--- src/rtl/ingress_pkg.sv ---
// ingress_pkg: parser state, header word offsets and the MAC-to-port table
// shared by the ingress parser and the port_to_mac encoder.
package ingress_pkg;

    typedef enum logic [1:0] {IDLE, HDR, BODY, DROP} state_t;

    localparam int WCNT_W      = 9;
    localparam int BLOCK_WORDS = 8;
    localparam int NUM_PORTS   = 4;

    localparam logic [WCNT_W-1:0] W_DMAC_LO = 9'd1;
    localparam logic [WCNT_W-1:0] W_TIME    = 9'd2;
    localparam logic [WCNT_W-1:0] W_SMAC_HI = 9'd4;
    localparam logic [WCNT_W-1:0] W_SMAC_LO = 9'd5;

    localparam logic [47:0] MAC_BASE = 48'h02AA_BB00_0000;

    // Port p owns MAC_BASE + p.
    function automatic logic [47:0] port_to_mac(input logic [1:0] port);
        return MAC_BASE | {46'b0, port};
    endfunction

endpackage

--- src/rtl/ingress_parser_if.sv ---
// ingress_parser_if: word stream and release input, block-write and
// descriptor outputs of the ingress parser.
interface ingress_parser_if #(parameter int BLK_ADDR_W = 10) ();

    logic                  in_valid;
    logic                  in_sop;
    logic [31:0]           in_data;
    logic                  blk_wr_en;
    logic [BLK_ADDR_W-1:0] blk_wr_addr;
    logic [255:0]          blk_wr_data;
    logic                  desc_valid;
    logic [1:0]            desc_dst_port;
    logic [1:0]            desc_src_port;
    logic [BLK_ADDR_W-1:0] desc_start_addr;
    logic [5:0]            desc_len;
    logic [21:0]           desc_time;
    logic                  rel_en;
    logic [5:0]            rel_len;

    modport master (
        output in_valid, in_sop, in_data, rel_en, rel_len,
        input  blk_wr_en, blk_wr_addr, blk_wr_data, desc_valid, desc_dst_port,
               desc_src_port, desc_start_addr, desc_len, desc_time
    );

    modport slave (
        input  in_valid, in_sop, in_data, rel_en, rel_len,
        output blk_wr_en, blk_wr_addr, blk_wr_data, desc_valid, desc_dst_port,
               desc_src_port, desc_start_addr, desc_len, desc_time
    );

endinterface

--- src/rtl/mac_to_port.sv ---
// mac_to_port: reverse lookup of a 48-bit MAC in the shared port table.
module mac_to_port
    import ingress_pkg::*;
(
    input  logic [47:0] mac,
    output logic        hit,
    output logic [1:0]  port
);

    always_comb begin
        hit  = 1'b0;
        port = '0;
        for (int i = 0; i < NUM_PORTS; i++) begin
            if (mac == port_to_mac(2'(i))) begin
                hit  = 1'b1;
                port = 2'(i);
            end
        end
    end

endmodule

--- src/rtl/ingress_parser.sv ---
// ingress_parser: parses packet headers, admits or drops packets, packs
// words into 32-byte block writes and emits one descriptor per packet.
module ingress_parser
    import ingress_pkg::*;
#(
    parameter int BUF_BLOCKS = 1024,
    parameter int BLK_ADDR_W = $clog2(BUF_BLOCKS),
    parameter int MAX_BLOCKS = 63
) (
    input  logic              clk,
    input  logic              reset,
    ingress_parser_if.slave   bus,
    output logic [BLK_ADDR_W:0] occupancy,
    output logic [15:0]       drop_cnt
);

    localparam int OCC_W = BLK_ADDR_W + 1;

    state_t                state_q, state_d;
    logic [WCNT_W-1:0]     wcnt_q, wcnt_d;
    logic [15:0]           len_bytes_q, len_bytes_d;
    logic [15:0]           dmac_hi_q, dmac_hi_d;
    logic [15:0]           smac_hi_q, smac_hi_d;
    logic [21:0]           time_q, time_d;
    logic [1:0]            dst_q, dst_d;
    logic [1:0]            src_q, src_d;
    logic                  res_q, res_d;
    logic [BLK_ADDR_W-1:0] wr_ptr_q, wr_ptr_d;
    logic [BLK_ADDR_W-1:0] start_q, start_d;
    logic [BLK_ADDR_W-1:0] addr_q, addr_d;
    logic [255:0]          shreg_q, shreg_d;
    logic                  wr_en_q, wr_en_d;
    logic                  desc_q, desc_d;
    logic [OCC_W-1:0]      occ_q, occ_d;
    logic [15:0]           drop_q, drop_d;

    logic [OCC_W-1:0]      occ_mid, free_blk;
    logic [5:0]            len_blk, reserve, unres, rel;
    logic [WCNT_W-1:0]     total;
    logic                  drop_inc, reject, dhit, shit;
    logic [1:0]            dport, sport;

    mac_to_port u_dmac (.mac({dmac_hi_q, bus.in_data}), .hit(dhit), .port(dport));
    mac_to_port u_smac (.mac({smac_hi_q, bus.in_data}), .hit(shit), .port(sport));

    assign len_blk  = len_bytes_q[10:5];
    assign total    = {len_blk, 3'b0};
    assign free_blk = OCC_W'(BUF_BLOCKS) - occ_q;
    assign reject   = len_bytes_q[4:0] != '0 || len_blk == '0 || !dhit ||
                      len_bytes_q > 16'(MAX_BLOCKS * 32) || OCC_W'(len_blk) > free_blk;
    assign rel      = bus.rel_en ? bus.rel_len : '0;

    always_comb begin
        state_d     = state_q;
        wcnt_d      = wcnt_q;
        len_bytes_d = len_bytes_q;
        dmac_hi_d   = dmac_hi_q;
        smac_hi_d   = smac_hi_q;
        time_d      = time_q;
        dst_d       = dst_q;
        src_d       = src_q;
        res_d       = res_q;
        wr_ptr_d    = wr_ptr_q;
        start_d     = start_q;
        addr_d      = addr_q;
        shreg_d     = shreg_q;
        wr_en_d     = 1'b0;
        desc_d      = 1'b0;
        reserve     = '0;
        unres       = '0;
        drop_inc    = 1'b0;
        if (bus.in_valid && bus.in_sop) begin
            // A start of packet outside IDLE aborts the packet in flight.
            if (state_q != IDLE) begin
                wr_ptr_d = start_q;
                unres    = res_q ? len_blk : '0;
                drop_inc = 1'b1;
            end
            start_d     = wr_ptr_d;
            state_d     = HDR;
            wcnt_d      = WCNT_W'(1);
            len_bytes_d = bus.in_data[31:16];
            dmac_hi_d   = bus.in_data[15:0];
            res_d       = 1'b0;
            shreg_d     = {shreg_q[223:0], bus.in_data};
        end else if (bus.in_valid && state_q != IDLE) begin
            wcnt_d  = wcnt_q + 1'b1;
            shreg_d = {shreg_q[223:0], bus.in_data};
            if (state_q == HDR && wcnt_q == W_DMAC_LO) begin
                dst_d    = dport;
                state_d  = reject ? DROP : HDR;
                drop_inc = reject;
                reserve  = reject ? '0 : len_blk;
                res_d    = !reject;
            end
            if (state_q == HDR && wcnt_q == W_TIME) time_d = bus.in_data[21:0];
            if (state_q == HDR && wcnt_q == W_SMAC_HI) smac_hi_d = bus.in_data[15:0];
            // Source MAC is only known at w5, so its miss returns the reservation.
            if (state_q == HDR && wcnt_q == W_SMAC_LO) begin
                src_d    = sport;
                state_d  = shit ? BODY : DROP;
                drop_inc = !shit;
                unres    = shit ? '0 : len_blk;
                res_d    = shit;
            end
            if (state_q == BODY && wcnt_q[2:0] == 3'(BLOCK_WORDS - 1)) begin
                wr_en_d  = 1'b1;
                addr_d   = wr_ptr_q;
                wr_ptr_d = wr_ptr_q + 1'b1;
                desc_d   = wcnt_d >= total;
            end
            if ((state_d == BODY || state_d == DROP) && wcnt_d >= total) state_d = IDLE;
        end
        occ_mid = occ_q + OCC_W'(reserve) - OCC_W'(unres);
        occ_d   = occ_mid > OCC_W'(rel) ? occ_mid - OCC_W'(rel) : '0;
        drop_d  = drop_q + 16'(drop_inc && drop_q != 16'hFFFF);
    end

    always_ff @(posedge clk) begin
        if (reset) begin
            state_q     <= IDLE;
            wcnt_q      <= '0;
            len_bytes_q <= '0;
            dmac_hi_q   <= '0;
            smac_hi_q   <= '0;
            time_q      <= '0;
            dst_q       <= '0;
            src_q       <= '0;
            res_q       <= 1'b0;
            wr_ptr_q    <= '0;
            start_q     <= '0;
            addr_q      <= '0;
            shreg_q     <= '0;
            wr_en_q     <= 1'b0;
            desc_q      <= 1'b0;
            occ_q       <= '0;
            drop_q      <= '0;
        end else begin
            state_q     <= state_d;
            wcnt_q      <= wcnt_d;
            len_bytes_q <= len_bytes_d;
            dmac_hi_q   <= dmac_hi_d;
            smac_hi_q   <= smac_hi_d;
            time_q      <= time_d;
            dst_q       <= dst_d;
            src_q       <= src_d;
            res_q       <= res_d;
            wr_ptr_q    <= wr_ptr_d;
            start_q     <= start_d;
            addr_q      <= addr_d;
            shreg_q     <= shreg_d;
            wr_en_q     <= wr_en_d;
            desc_q      <= desc_d;
            occ_q       <= occ_d;
            drop_q      <= drop_d;
        end
    end

    // The shift register already holds the completed block while the strobe is high.
    assign bus.blk_wr_en       = wr_en_q;
    assign bus.blk_wr_addr     = addr_q;
    assign bus.blk_wr_data     = shreg_q;
    assign bus.desc_valid      = desc_q;
    assign bus.desc_dst_port   = dst_q;
    assign bus.desc_src_port   = src_q;
    assign bus.desc_start_addr = start_q;
    assign bus.desc_len        = len_blk;
    assign bus.desc_time       = time_q;
    assign occupancy           = occ_q;
    assign drop_cnt            = drop_q;

endmodule
--- src/flat_wrapper.sv ---
// flat-port wrapper written by rule: the top's interface ports become plain ports
module ingress_parser_flat import ingress_pkg::*;
#(
    parameter int BUF_BLOCKS = 1024,
    parameter int BLK_ADDR_W = $clog2(BUF_BLOCKS),
    parameter int MAX_BLOCKS = 63
)
  (clk, reset, occupancy, drop_cnt, bus_in_valid, bus_in_sop, bus_in_data, bus_rel_en, bus_rel_len, bus_blk_wr_en, bus_blk_wr_addr, bus_blk_wr_data, bus_desc_valid, bus_desc_dst_port, bus_desc_src_port, bus_desc_start_addr, bus_desc_len, bus_desc_time);
  ingress_parser_if #(.BLK_ADDR_W(BLK_ADDR_W)) bus_i ();
  input  logic clk;
  input  logic reset;
  output logic [BLK_ADDR_W:0] occupancy;
  output logic [15:0] drop_cnt;
  input wire logic [$bits(bus_i.in_valid)-1:0] bus_in_valid;
  input wire logic [$bits(bus_i.in_sop)-1:0] bus_in_sop;
  input wire logic [$bits(bus_i.in_data)-1:0] bus_in_data;
  input wire logic [$bits(bus_i.rel_en)-1:0] bus_rel_en;
  input wire logic [$bits(bus_i.rel_len)-1:0] bus_rel_len;
  output wire logic [$bits(bus_i.blk_wr_en)-1:0] bus_blk_wr_en;
  output wire logic [$bits(bus_i.blk_wr_addr)-1:0] bus_blk_wr_addr;
  output wire logic [$bits(bus_i.blk_wr_data)-1:0] bus_blk_wr_data;
  output wire logic [$bits(bus_i.desc_valid)-1:0] bus_desc_valid;
  output wire logic [$bits(bus_i.desc_dst_port)-1:0] bus_desc_dst_port;
  output wire logic [$bits(bus_i.desc_src_port)-1:0] bus_desc_src_port;
  output wire logic [$bits(bus_i.desc_start_addr)-1:0] bus_desc_start_addr;
  output wire logic [$bits(bus_i.desc_len)-1:0] bus_desc_len;
  output wire logic [$bits(bus_i.desc_time)-1:0] bus_desc_time;
  assign bus_i.in_valid = bus_in_valid;
  assign bus_i.in_sop = bus_in_sop;
  assign bus_i.in_data = bus_in_data;
  assign bus_i.rel_en = bus_rel_en;
  assign bus_i.rel_len = bus_rel_len;
  assign bus_blk_wr_en = bus_i.blk_wr_en;
  assign bus_blk_wr_addr = bus_i.blk_wr_addr;
  assign bus_blk_wr_data = bus_i.blk_wr_data;
  assign bus_desc_valid = bus_i.desc_valid;
  assign bus_desc_dst_port = bus_i.desc_dst_port;
  assign bus_desc_src_port = bus_i.desc_src_port;
  assign bus_desc_start_addr = bus_i.desc_start_addr;
  assign bus_desc_len = bus_i.desc_len;
  assign bus_desc_time = bus_i.desc_time;
  ingress_parser #(.BUF_BLOCKS(BUF_BLOCKS), .BLK_ADDR_W(BLK_ADDR_W), .MAX_BLOCKS(MAX_BLOCKS)) u_core (.clk(clk), .reset(reset), .bus(bus_i), .occupancy(occupancy), .drop_cnt(drop_cnt));
endmodule
--- config.mk ---
export PLATFORM = sky130hd
export DESIGN_NAME = ingress_parser_flat
export DESIGN_NICKNAME = d
export VERILOG_FILES = /design/src/rtl/ingress_pkg.sv /design/src/rtl/ingress_parser_if.sv /design/src/rtl/mac_to_port.sv /design/src/rtl/ingress_parser.sv /design/src/flat_wrapper.sv
export SDC_FILE = /design/constraint.sdc
export NUM_CORES = 1
export LEC_CHECK = 0
export ABC_AREA = 1
export ABC_CLOCK_PERIOD_IN_PS = 12500
export BUFFER_PORTS_ARGS = -buffer_cell sky130_fd_sc_hd__buf_2
export CORE_UTILIZATION = 32
export DETAILED_ROUTE_END_ITERATION = 10
export MAX_ROUTING_LAYER = met4
export REMOVE_ABC_BUFFERS = 1
export SYNTH_ARGS = -nofsm -noshare
export SYNTH_HDL_FRONTEND = slang
export SYNTH_HIERARCHICAL = 1
export SYNTH_SLANG_ARGS = --single-unit
export TNS_END_PERCENT = 1
--- constraint.sdc ---
create_clock -name clk -period 12.5 [get_ports clk]
set_input_delay 1.25 -clock clk [delete_from_list [all_inputs] [get_ports clk]]
set_output_delay 1.25 -clock clk [all_outputs]
set_load 0.05 [all_outputs]
* Yosys cells after proc, flatten, opt, wreduce, memory -nomap -nowiden
Cells that the tools add are included.
Storage, ports and cells: output and inout port bits 337, register bits after elaboration 401
Operators by class: bitwise operators 4, eq/ne operators 18, add/subtract/negate cells 7, $lt $le $gt $ge 4, reductions and logical operators 34, muxes and demuxes 50
Operators with widths (count):
- $mux 256 | 2
- $eq 48x42->1 const B | 8
- $mux 6 | 11
- $mux 10 | 4
- $mux 1 | 23
- $sub 11x6->11 | 2
- $mux 2 | 10
- $eq 9x3->1 const B | 2
- $add 16x1->16 | 1
- $gt 16x11->1 const B | 1
- $ne 16x16->1 const B | 1
- $reduce_and 3->1 | 5
- $add 11x6->11 | 1
- $gt 11x6->1 | 1
- $gt 6x11->1 | 1
- $sub 11x11->11 const A | 1
- $add 10x1->10 const B | 1
- $add 9x1->9 const B | 1
- $eq 9x1->1 const B | 1
- $eq 9x2->1 const B | 1
- $ge 9x9->1 | 1
- $logic_and 1x1->1 | 9
- $reduce_bool 2->1 | 4
- $eq 2x2->1 const B | 3
- other kinds (11) | 22

* Depth between registers and ports, before layout
depth after elaboration 20, mapped depth 36, mapped depth without buffers 35

* Hierarchy
The synthesis kept the hierarchy.
By module, submodules not included:
- ingress_parser | cells each 2070, instances 1, area each 16011.6 um^2, sequential area each 8027.7 um^2
- mac_to_port | cells each 70, instances 2, area each 277.8 um^2, sequential area each 0.0 um^2

* Least setup slack after synthesis
No wires, ideal clock.
path type input-to-reg, start point input port bus_in_data[9], end point register u_core.occ_q[10] (netlist: u_core/occupancy[10]), required time 12.435 ns, setup slack 7.385 ns, arrival 5.050 ns, library setup time 0.065 ns, cell stages on the path 27, cells stage by stage or2_1 > nor2_2 > nand2_1 > nor2_1 > nand2_1 > nor4b_1 > nand2_1 > inv_1 > nand3_1 > fa_1 > inv_1 > ha_1 > nand2_1 > nand3_1 > xor2_1 > ha_1 > a21oi_1 > nand2_1 > nand3_1 > nand2_1 > a21oi_1 > nand3_1 > nor2_1 > nand3_1 > nand2_1 > nand2_1 > nor2_1
On the way: longest elaborated chain between the ends 18
RTL lines:
- start, declared | RTL line flat_wrapper.sv:16 | input wire logic [$bits(bus_i.in_data)-1:0] bus_in_data;
- $eq 48x42->1 | RTL line mac_to_port.sv:14 | if (mac == port_to_mac(2'(i))) begin
- $mux 1 (3 in a row) | RTL line mac_to_port.sv:14
- $mux 1 (*) | RTL line mac_to_port.sv:14
- via u_core.dhit | RTL line ingress_parser.sv:40 | logic drop_inc, reject, dhit, shit;
- $logic_not 1->1 (*) | RTL line ingress_parser.sv:49 | assign reject = len_bytes_q[4:0] != '0 || len_blk == '0 || !dhit ||
- $logic_or 1x1->1 (*) (2 in a row) | RTL line ingress_parser.sv:49
- $logic_or 1x1->1 (*) | RTL line ingress_parser.sv:50 | len_bytes_q > 16'(MAX_BLOCKS * 32) || OCC_W'(len_blk) > free_blk;
- $mux 6 (*) | RTL line ingress_parser.sv:93 | reserve = reject ? '0 : len_blk;
- $mux 6 (*) | RTL line ingress_parser.sv:89 | if (state_q == HDR && wcnt_q == W_DMAC_LO) begin
- $mux 6 (*) | RTL line ingress_parser.sv:86 | end else if (bus.in_valid && state_q != IDLE) begin
- $mux 6 (*) | RTL line ingress_parser.sv:72 | if (bus.in_valid && bus.in_sop) begin
- $add 11x6->11 (*) | RTL line ingress_parser.sv:114 | occ_mid = occ_q + OCC_W'(reserve) - OCC_W'(unres);
- $sub 11x6->11 (*) | RTL line ingress_parser.sv:114
- $gt 11x6->1 | RTL line ingress_parser.sv:115 | occ_d = occ_mid > OCC_W'(rel) ? occ_mid - OCC_W'(rel) : '0;
- $not 1->1 (no source line)
- $reduce_or 2->1 (no source line)
- end signal, assigned | RTL line ingress_parser.sv:136 | occ_q <= '0;
- end signal, assigned | RTL line ingress_parser.sv:154 | occ_q <= occ_d;
- end, declared | RTL line ingress_parser.sv:34 | logic [OCC_W-1:0] occ_q, occ_d;
The timed path passes the listed nets; every way through them passes the cells marked *. A chain may end at the register's enable or synchronous reset.

* Worst setup path after layout
start point input port bus_in_data[18], end point register u_core.occ_q[8] (netlist: u_core/occupancy[8])
The elaborated chain is that of the path after synthesis.

==> flow_metrics.tcl <==
set metrics [dict create \
    max_stage_delay_ns 0.51 \
    min_path_type "register to register" \
    finalSetupViolations 0 \
    crit_top_cell "nand2_1" \
    fin_cells 3228 \
    cts_max_level 2 \
    grt_util_met2_pct 29.32 \
    ios 380 \
    antenna_left 0 \
    synth_top_area_share_pct 48.46 \
    dpl_cell_area_mm2 0.01884 \
    cts_tree "built" \
    cp-start-kind "input port" \
    power_per_cell_area_mw_per_mm2 195.1 \
    dp_slack_ns 6.357 \
    rsz0062_at_grt "no" \
    dp_hpwl_um 33690 \
    ys_warn_count 6 \
    first_pass_iters 8 \
    grt_pass1_vias 13560 \
    fillers 5213 \
    via_per_inst 4.686 \
    max_freq_mhz 176.8 \
    status "completed" \
    post_cts_resize_count 0 \
    drc 0 \
    clk_pin_slew_ns 0.06 \
    path_class "input port to register" \
    grt_usage_pct 18.16 \
    dr_total_vias 15130 \
    die_w_um 229.5 \
    met1_usage_pct 22.33 \
    maxCapViolCount 0 \
    final_max_slew_viol_count 0 \
    initial_core_util_pct 32.36 \
    regArea_mm2 0.008028 \
    synth_area_per_cell_um2 7.496 \
    ys_types 45 \
    die-area_mm2 0.05269 \
    clock_latency_ns 0.57 \
    totalWireLength_um 48520 \
    ys.flop_type "dfxtp_1" \
    synth_edf_count 0 \
    final_cell_mix "nor2_1 (593), dfxtp_1 (401), o21ai_0 (381)" \
    dp.cells 3152 \
    area_delta_synth_final_pct 22.39 \
    finClkSkew_ns 0.01714 \
    gp_congestion 0.9039 \
    port-buffer-count 379 \
    die_h_um 229.5 \
    synth_largest_area_cell "dfxtp_1" \
    clock_path_buffers 3 \
    hold_buffers 0 \
    grt_overflow 0 \
    fin_area_mm2 0.02028 \
    hold_violations 0 \
    core_area_mm2 0.05120 \
    cp.arrival_ns 6.09 \
    cpMaxStageDelayCell "fa_1" \
    grt_max_degree 236 \
    drive_above_1_share_pct 19.32 \
    multi_input_area_mm2 0.007272 \
    p_leak_nw 9.409 \
    ys_async_sr_fraction_pct 0 \
    period_minus_slack_ns 5.655 \
    syn-instance-count 2210 \
    synthTopCellsByArea "dfxtp_1 (48%), nor2_1 (13%), o21ai_0 (12%)" \
    cp.required_ns 12.93 \
    ys_ff_latch 401 \
    yosysSeqAreaShare_pct 48.46 \
    nNetsFinal 2611 \
    end_kind "register" \
    fin_util_pct 39.61 \
    peakVddDrop_mv 0.1751 \
    slew_headroom_pct 18.55 \
    post_cts_buffers 0 \
    grt_pass1_wl_um 74610 \
    cts.sinks 401 \
    drtIter0Drc 1072 \
    period_share_pct 45.24 \
    met3_usage_pct 3.287 \
    cts_buffers 45 \
    setup_slack_ns 6.845 \
    layout.cells.most_common "nor2_1" \
    crit_fanout 11 \
    cts_root_buf "clkbuf_16" \
    num_rows 83 \
    tightestPinTransition_ns 1.217 \
    avgRoutedWirePerCell_um 15.03 \
    antenna_found_initial 1 \
    grt-busiest-layer "met2" \
    syn-cell-area_mm2 0.01657 \
    finalSetupTns_ns 0 \
]
-- area by class of cell --
type	count	share of cell area [%]
diodes	1	0.01234
clock buffers	66	6.695
clock inverters	9	0.3826
inverters	189	3.585
multi-input cells	1496	35.86
flip-flops and latches	401	39.59
well taps	680	4.196
repair buffers	386	9.675
-- layer usage --
metal / share of wire (%) / wire length (µm)
met3: 5.5 / 2686
met4: 3.5 / 1705
met2: 48 / 23070
met5: 0 / 0
met1: 43 / 21060
-- final timing paths --
path / slack, ns / from / cells after the start / endpoint
hold / removal: 0.47 / u_core/bus.desc_dst_port[0] / 2 / u_core/bus.desc_dst_port[0]
setup / recovery: 6.84 / bus_in_data[18] / 33 / u_core/occupancy[8]
setup reg to reg: 7.00 / u_core/occupancy[2] / 34 / u_core/occupancy[8]
hold reg to reg: 0.47 / u_core/bus.desc_dst_port[0] / 2 / u_core/bus.desc_dst_port[0]
-- Yosys cell counts, types with 3 or more instances --
master,number
nand4_1,13
buf_4,9
a21oi_2,18
clkbuf_1,78
inv_1,181
nand2_1,162
nor2_2,4
xnor2_1,7
o21ai_1,18
nor3_1,9
xor2_1,17
a31oi_1,10
nor2_1,593
o22ai_1,4
a21oi_1,125
fa_1,7
nand3_1,57
buf_2,32
o21ai_0,381
or2_1,3
buf_6,3
ha_1,42
inv_2,5
dfxtp_1,401
nor2_4,3
-- cells by family (layout without fill, tap and decap cells) --
family	Yosys count	after routing	share of synthesized area [%]
and+or+nand+nor	857	857	20.78
DFF	401	401	48.46
buffers and inverters	313	650	7.688
AOI/OAI and AO/OA	566	566	17.79
other	0	1	0
adders and majority gates	49	49	4.018
xor gates and xnor gates	24	24	1.269
-- state kept, by name, indices dropped and copies added, names as in the netlist --
| signal | cells |
|---|---|
| u_core/dmac_hi_q | 16 |
| u_core/bus.desc_valid | 1 |
| u_core/bus.desc_src_port | 2 |
| u_core/bus.desc_start_addr | 10 |
| u_core/wr_ptr_q | 10 |
| u_core/res_q | 1 |
| u_core/occupancy | 11 |
| u_core/state_q | 2 |
| u_core/wcnt_q | 9 |
| u_core/bus.blk_wr_data | 256 |
| u_core/bus.blk_wr_addr | 10 |
| u_core/smac_hi_q | 16 |
| u_core/bus.blk_wr_en | 1 |
| u_core/bus.desc_dst_port | 2 |
| u_core/drop_cnt | 16 |
| u_core/len_bytes_q | 16 |
| u_core/bus.desc_time | 22 |
-- stage by stage --
stage | hold slack [ns] | power (mW)
after floorplan | 0.4461 | 2.419
after global placement | 0.4571 | 2.663
after detailed placement | 0.4676 | 2.689
after CTS | 0.4805 | 3.994
after global routing | 0.4984 | 4.192
final | 0.4748 | 3.955
-- critical path: cells and delay by family --
kind / cells / cell delay, ns
fa+ha+maj: 3 / 1.18
compound gates: 3 / 0.38
buf+inv: 4 / 0.40
xor+xnor: 1 / 0.20
simple gates: 22 / 2.67
-- power breakdown --
| part | switching, mW | internal, mW | total, mW |
|---|---|---|---|
| logic | 0.862 | 0.358 | 1.22 |
| registers | 0.0726 | 1.38 | 1.45 |
| clock network | 0.518 | 0.767 | 1.28 |
Note: power is estimated with default switching activity, not from simulation.
